## config.mk

```make
export PLATFORM = sky130hd
export DESIGN_NAME = div_iter_unit
export DESIGN_NICKNAME = d
export VERILOG_FILES = /design/src/rtl/div_iter_unit.sv
export SDC_FILE = /design/constraint.sdc
export NUM_CORES = 1
export LEC_CHECK = 0
export BUFFER_PORTS_ARGS = -buffer_cell sky130_fd_sc_hd__buf_2
export CORE_MARGIN = 5
export CORE_UTILIZATION = 25
export CTS_CLUSTER_SIZE = 25
export DETAILED_ROUTE_END_ITERATION = 8
export PLACE_DENSITY_LB_ADDON = 0.15
export SLEW_MARGIN = 20
export SYNTH_ARGS = -nofsm -noshare
export SYNTH_HDL_FRONTEND = slang
export SYNTH_SLANG_ARGS = --single-unit
export TNS_END_PERCENT = 1
```

## constraint.sdc

```tcl
create_clock -name clk -period 3.75 [get_ports clk]
set_input_delay 0.1875 -clock clk [delete_from_list [all_inputs] [get_ports clk]]
set_output_delay 0.1875 -clock clk [all_outputs]
set_load 0.01 [all_outputs]
```

## src/rtl/div_iter_unit.sv

```systemverilog
`default_nettype none
// ============================================================================
// Module   : div_iter_unit
// Purpose  : Multi-cycle RV64M divider (DIV/DIVU/REM/REMU and W forms) using a
//            restoring shift-subtract loop; negations go through the shared adder.
// Revision : 1.0  initial release
// ============================================================================
module div_iter_unit #(
  parameter int WIDTH = 64,
  parameter int CNT_W = 7
) (
  input  logic             clk,
  input  logic             rst,
  input  logic             div_valid,
  output logic             div_ready,
  input  logic [WIDTH-1:0] dividend,
  input  logic [WIDTH-1:0] divisor,
  input  logic             div_signed,
  input  logic             div_w,
  input  logic             rem_sel,
  input  logic             flush,
  output logic             out_valid,
  input  logic             out_ready,
  output logic [WIDTH-1:0] result,
  output logic             add_req,
  output logic             adder_AorS,
  output logic [WIDTH-1:0] adder_src0,
  output logic [WIDTH-1:0] adder_src1,
  output logic             adder_src0_vld,
  output logic             adder_src1_vld,
  output logic             adder_w_inst,
  input  logic [WIDTH-1:0] adder_sum
);

  localparam int HW = WIDTH / 2;

  localparam logic [2:0] S_IDLE  = 3'd0;
  localparam logic [2:0] S_ABS_A = 3'd1;
  localparam logic [2:0] S_ABS_B = 3'd2;
  localparam logic [2:0] S_ITER  = 3'd3;
  localparam logic [2:0] S_FIX   = 3'd4;
  localparam logic [2:0] S_DONE  = 3'd5;

  logic [2:0]       r_state, w_next;
  logic [WIDTH-1:0] r_quo, r_rem, r_b, r_result;
  logic [CNT_W-1:0] r_cnt;
  logic             r_a_neg, r_b_neg, r_w, r_rem_sel;

  logic [WIDTH-1:0] w_ext_a, w_ext_b, w_fast_res, w_abs_a, w_raw, w_fixed;
  logic [WIDTH:0]   w_rem_sh, w_trial;
  logic             w_div_zero, w_ovf, w_fast, w_borrow, w_neg_res;

  // Operand extension for W forms happens once, at accept.
  assign w_ext_a = div_w ? {{HW{div_signed & dividend[HW-1]}}, dividend[HW-1:0]} : dividend;
  assign w_ext_b = div_w ? {{HW{div_signed & divisor[HW-1]}},  divisor[HW-1:0]}  : divisor;

  assign w_div_zero = (w_ext_b == '0);
  assign w_ovf      = div_signed && (&w_ext_b) &&
                      (div_w ? (w_ext_a[HW-1:0] == {1'b1, {(HW-1){1'b0}}})
                             : (w_ext_a == {1'b1, {(WIDTH-1){1'b0}}}));
  assign w_fast     = w_div_zero || w_ovf;
  assign w_fast_res = w_div_zero ? (rem_sel ? w_ext_a : '1)
                                 : (rem_sel ? '0 : w_ext_a);

  assign w_abs_a = r_a_neg ? adder_sum : r_quo;

  // Remainder stays below the divisor, so bit WIDTH of the trial is the borrow.
  assign w_rem_sh = {r_rem, r_quo[WIDTH-1]};
  assign w_trial  = w_rem_sh - {1'b0, r_b};
  assign w_borrow = w_trial[WIDTH];

  assign w_raw     = r_rem_sel ? r_rem : r_quo;
  assign w_neg_res = r_rem_sel ? r_a_neg : (r_a_neg ^ r_b_neg);
  assign w_fixed   = w_neg_res ? adder_sum : w_raw;

  always_ff @(posedge clk) begin
    if (rst) r_state <= S_IDLE;
    else     r_state <= w_next;
  end

  always_comb begin
    w_next = r_state;
    case (r_state)
      S_IDLE:  if (div_valid) w_next = w_fast ? S_DONE : S_ABS_A;
      S_ABS_A: w_next = S_ABS_B;
      S_ABS_B: w_next = S_ITER;
      S_ITER:  if (r_cnt == CNT_W'(1)) w_next = S_FIX;
      S_FIX:   w_next = S_DONE;
      S_DONE:  if (out_ready) w_next = S_IDLE;
      default: w_next = S_IDLE;
    endcase
    if (flush) w_next = S_IDLE;
  end

  always_comb begin
    div_ready      = (r_state == S_IDLE);
    out_valid      = (r_state == S_DONE);
    result         = r_result;
    add_req        = 1'b0;
    adder_AorS     = 1'b0;
    adder_src0     = '0;
    adder_src1     = '0;
    adder_src0_vld = 1'b0;
    adder_src1_vld = 1'b0;
    adder_w_inst   = 1'b0;
    if (r_state == S_ABS_A || r_state == S_ABS_B || r_state == S_FIX) begin
      add_req        = 1'b1;
      adder_AorS     = 1'b1;
      adder_src0_vld = 1'b1;
      adder_src1_vld = 1'b1;
      case (r_state)
        S_ABS_A: adder_src1 = r_quo;
        S_ABS_B: adder_src1 = r_b;
        default: adder_src1 = w_raw;
      endcase
    end
  end

  always_ff @(posedge clk) begin
    if (rst) begin
      r_quo     <= '0;
      r_rem     <= '0;
      r_b       <= '0;
      r_result  <= '0;
      r_cnt     <= '0;
      r_a_neg   <= 1'b0;
      r_b_neg   <= 1'b0;
      r_w       <= 1'b0;
      r_rem_sel <= 1'b0;
    end else begin
      case (r_state)
        S_IDLE: if (div_valid && !flush) begin
          r_quo     <= w_ext_a;
          r_b       <= w_ext_b;
          r_rem     <= '0;
          r_a_neg   <= div_signed & w_ext_a[WIDTH-1];
          r_b_neg   <= div_signed & w_ext_b[WIDTH-1];
          r_w       <= div_w;
          r_rem_sel <= rem_sel;
          if (w_fast) r_result <= w_fast_res;
        end
        S_ABS_A: r_quo <= r_w ? {w_abs_a[HW-1:0], {HW{1'b0}}} : w_abs_a;
        S_ABS_B: begin
          if (r_b_neg) r_b <= adder_sum;
          r_cnt <= r_w ? CNT_W'(HW) : CNT_W'(WIDTH);
        end
        S_ITER: begin
          r_rem <= w_borrow ? w_rem_sh[WIDTH-1:0] : w_trial[WIDTH-1:0];
          r_quo <= {r_quo[WIDTH-2:0], ~w_borrow};
          r_cnt <= r_cnt - CNT_W'(1);
        end
        S_FIX: if (!flush)
          r_result <= r_w ? {{HW{w_fixed[HW-1]}}, w_fixed[HW-1:0]} : w_fixed;
        default: ;
      endcase
    end
  end

endmodule
`default_nettype wire

```

Yosys cells after proc, flatten, opt, wreduce, memory -nomap -nowiden --
Cells that the tools add are included.
Word-level totals: flip-flop bits (word level) 270, input port bits 200, output and inout bits 199, logic and storage cells 92
Cells by class: add/sub/neg operators 2, equal/unequal tests 16, multiplexer cells 34, bitwise logic cells 6, reductions and logical operators 23
Operators by type and width (count):
- $mux 64 | 19
- $pmux 64 s2 | 4
- $pmux 64 s3 | 1
- $sub 65x64->65 | 1
- $eq 64x64->1 const B | 1
- $logic_not 64->1 | 1
- $reduce_and 64->1 | 1
- $eq 32x32->1 const B | 1
- $pmux 3 s6 | 1
- $pmux 7 s2 | 1
- $mux 3 | 4
- $reduce_and 3->1 | 3
- $ne 2x2->1 const B | 4
- $reduce_bool 2->1 | 4
- $eq 7x1->1 const B | 1
- $mux 7 | 1
- $sub 7x1->7 const B | 1
- $eq 3x2->1 const B | 2
- $eq 3x3->1 const B | 2
- $ne 2x1->1 const B | 3
- $reduce_and 2->1 | 3
- $and 1x1->1 | 4
- $reduce_and 4->1 | 1
- $eq 3x1->1 const B | 1
- 10 further kinds | 16

Longest topological paths before layout --
word-level depth 9, gate-level depth with buffers 16, mapped depth without buffers 14

Worst setup path after synthesis --
No wires, ideal clock.
path kind register to register, from register r_quo[63], to register r_rem[46], library setup time 0.128 ns, arrival 3.167 ns, required time 3.622 ns, setup slack 0.455 ns, stages on the path, launching flop included 16, path buffers 2, period minus slack after synthesis 3.295 ns, cell sequence dfxtp_1 > inv_1 > ha_1 > fa_1 > nand2b_1 > a21o_1 > a311o_1 > a211oi_1 > o211ai_1 > o211ai_2 > a31oi_1 > xnor2_2 > buf_2 > buf_2 > a2bb2oi_1 > o21ai_1
On the way: word-level cells in the longest chain between the ends 3
Ends and longest elaborated chain:
- start, declared | line 45 | logic [WIDTH-1:0] r_quo, r_rem, r_b, r_result;
- start signal, assigned | line 133 | r_quo <= w_ext_a;
- start signal, assigned | line 142 | S_ABS_A: r_quo <= r_w ? {w_abs_a[HW-1:0], {HW{1'b0}}} : w_abs_a;
- start signal, assigned | line 149 | r_quo <= {r_quo[WIDTH-2:0], ~w_borrow};
- $sub 65x64->65 | line 69 | assign w_trial = w_rem_sh - {1'b0, r_b};
- $mux 64 | line 148 | r_rem <= w_borrow ? w_rem_sh[WIDTH-1:0] : w_trial[WIDTH-1:0];
- $pmux 64 s2 | line 131 | case (r_state)
- end signal, assigned | line 148
- end, declared | line 45
No other way between the ends. A chain may end at the register's enable or synchronous reset.

Worst setup path in the final report --
from register r_quo[63], to register r_rem[61]
Same word-level chain as after synthesis.

==> impl_results.md <==
- Status: complete, no violations
- WL met3: 6820 um
- Most common cell after layout, fill and taps aside: buf_2
- First-pass iteration count of the detailed router: 5
- DR vias: 23,300
- Antenna violations before repair: 6
- Residual DRC count: 0
- Pwr dens: 354 mW/mm^2
- Ratio of cells with drive above 1 in the final layout: 0.210
- FF+latch area: 0.00541 sq mm
- H-tree Lvls: 2
- CTS Buf Count: 38
- Cell Area, Synth: 0.0216 sq mm
- Synth cell types: 74
- Core area: 0.0854 sq mm
- Multi-input combinational cell area: 0.0147 sq mm
- # setup viols final: 0
- Slew Viols, Final: 0
- Num ports: 399
- Critical path arrival: 4.03 ns
- Filler cells: 9,441
- DIE AREA: 0.0923 sq mm
- CTS Sinks: 270
- Fmax: 0.281 GHz
- Largest net degree at the start of global routing: 106
- Routed met2 length: 52,300 um
- Final worst-path cycle share: 0.950
- Worst hold margin: 0.0266 ns
- Num rows: 107
- Setup TNS: 0 ns
- RR Startpoint: r_quo[63]
- Top Metal Used: met5
- Placer Congestion: 0.917
- Crit-path max cell delay: 0.39 ns
- Critical Path RT: 4.22 ns
- Worst slew pin tran: 1.06 ns
- Crit path launch: r_quo[63]
- Syn Inst Count: 2,848
- CTS Root Buffer Type: clkbuf_16
- DR iter-0 viols: 1,999
- Die outline width: 304 um
- Vias/cell: 5.38
- HP Class: input port to flip-flop
- NumNets Final: 3,423
- Worst path slowest cell: fa_1
- Clock Skew: 0.0358 ns
- Layout area overhead: 24.1%
- #FFs+latches synth: 270
- Vias in the first global route: 22,600
- Critical path class: flip-flop to flip-flop
- First-pass GRT wire length: 161,000 um
- GRT Overall Usage: 0.229
- Fin. Hold Viols: 0
- N_diodes: 0
- CTS tree: done
- Syn_area_per_cell: 7.58 sq um
- Total Wirelength: 113,000 um
- Die Y: 304 um
- Crit-path cells: inv_1, ha_1, fa_1, nand2b_1, a21o_1, a311o_1, a211oi_2, buf_4, o211ai_1, o211ai_2, a31oi_4, xnor2_4, buf_4, clkbuf_16, nand2_1, mux2i_1, a211o_1
- Hold Path Origin: dividend[11]
- CTS max path bufs: 3
- Synth Flop Type: dfxtp_1
- Port Buf Inserts: 333
- Commonest non-fill, non-tap cells in the layout: 332 x buf_2, 303 x nor2_1, 269 x nand2_1
- Remaining Overflow, GRT: 0
- Max Cap Viol: 0
- EDFF count, synth: 0
- Post-synthesis sequential area ratio: 0.250
- Startpoint types: flip-flop
- DRT antenna net count: 0
- Worst-path clk slew: 0.06 ns
- Total power: 9.48 mW
- DP Wirelength: 86,400 um
- Met1 Wirelength: 50,500 um
- Clk Latency, worst-skew pair: 0.59 ns
- Initial core utilization: 0.253
- Most common cell on crit path: buf_4
- Leak: 11.2 nW
- Slew margin rel.: 0.292
- Core Util, Final: 0.314
- DR WL/cell: 26.1 um
- Yosys warning count: 0
- Crit Path Max Fanout: 19
- Critical path endpoint category: flip-flop
- Final min period: 3.56 ns
- Worst VDD drop: 0.245 mV
- Synth async-reset ratio: 0
repair_timing:
item / CTS / global route
endpoints found under the setup margin: 0 / 64
gates resized for setup: 0 / 9
buffers inserted: 0 / 2
endpoints found under the hold margin: 53 / 0
hold buffers: 82 / 0
synth_stat cells, types with 42 or more instances:
cell / count / area [sq um]
nand4_1: 42 / 263
a22oi_1: 101 / 758
dfxtp_1: 270 / 5410
nor2_1: 306 / 1150
buf_4: 70 / 526
nor2b_1: 47 / 294
inv_1: 119 / 447
maj3_1: 64 / 641
nand2_1: 271 / 1020
a21oi_1: 222 / 1110
o22ai_1: 64 / 400
clkbuf_1: 203 / 762
a211oi_1: 131 / 983
o21ai_0: 131 / 656
o21bai_1: 43 / 323
mux2_2: 126 / 1420
ha_1: 66 / 826
mux2i_1: 142 / 1420
xnor2_1: 47 / 412
routing by layer:
| layer | global-route usage | up-vias |
|---|---|---|
| met2 | 0.379 | 856 |
| met4 | 0.0603 | 2 |
| li1 | - | 10800 |
| met1 | 0.315 | 11500 |
| met5 | 0 | - |
| met3 | 0.0321 | 126 |
worst max-delay path: cells and delay by family, from the launching register on:
kind,cells,cell delay (ns)
muxes,1,0.07
adders and majority gates,2,0.61
AOI/OAI and AO/OA,7,1.38
DFF,1,0.33
and+or+nand+nor,2,0.24
xor gates and xnor gates,1,0.23
buffers and inverters,4,0.58
where the power goes:
part | switching [mW] | internal [mW] | total, mW | leakage (nW)
registers | 0.134 | 2.99 | 3.13 | 2.20
clock network | 1.60 | 2.49 | 4.10 | 0.676
logic | 1.45 | 0.814 | 2.26 | 8.31
total | 3.19 | 6.30 | 9.48 | 11.2
metrics by stage:
step / area (sq um) / setup WS [ns] / instances
after floorplan: 21800 / 0.455 / 2912
after global placement: 24500 / 0.159 / 4173
after detailed placement: 24500 / 0.109 / 4173
after CTS: 26700 / 0.0734 / 4324
after global routing: 26800 / -0.0120 / 4329
final: 26800 / 0.189 / 4329
state kept, by name, summed over array words and instances (netlist names):
| name | count |
|---|---|
| r_cnt | 7 |
| r_rem | 64 |
| r_w | 1 |
| r_b_neg | 1 |
| r_a_neg | 1 |
| result | 64 |
| r_rem_sel | 1 |
| r_b | 64 |
| r_state | 3 |
| r_quo | 64 |
path summary, 6_finish.rpt:
kind	to	slack [ns]	cells past startpoint
min reg2reg	r_b[52]	0.49	2
max reg2reg	r_rem[61]	0.19	17
min	r_quo[11]	0.03	3
max	r_rem[61]	0.19	17
cell families (layout without fill, tap and decap cells):
group	count (synthesis)	after routing	share of synthesized area
AOI/OAI and AO/OA	912	912	0.276
and+or+nand+nor	773	773	0.157
buffers and inverters	431	704	0.0898
DFF	270	270	0.250
muxes	269	269	0.132
adders and majority gates	131	131	0.0689
xor gates and xnor gates	61	61	0.0251
other	1	65	0.000174
layout make-up:
| type | instances | share of cell area |
|---|---|---|
| clock inverters | 22 | 0.0118 |
| multi-input cells | 2211 | 0.547 |
| inverters | 120 | 0.0168 |
| clock buffers | 47 | 0.0394 |
| flip-flops and latches | 270 | 0.202 |
| well taps | 1144 | 0.0534 |
| repair buffers | 515 | 0.130 |
Power figures use the tool's default switching activity.
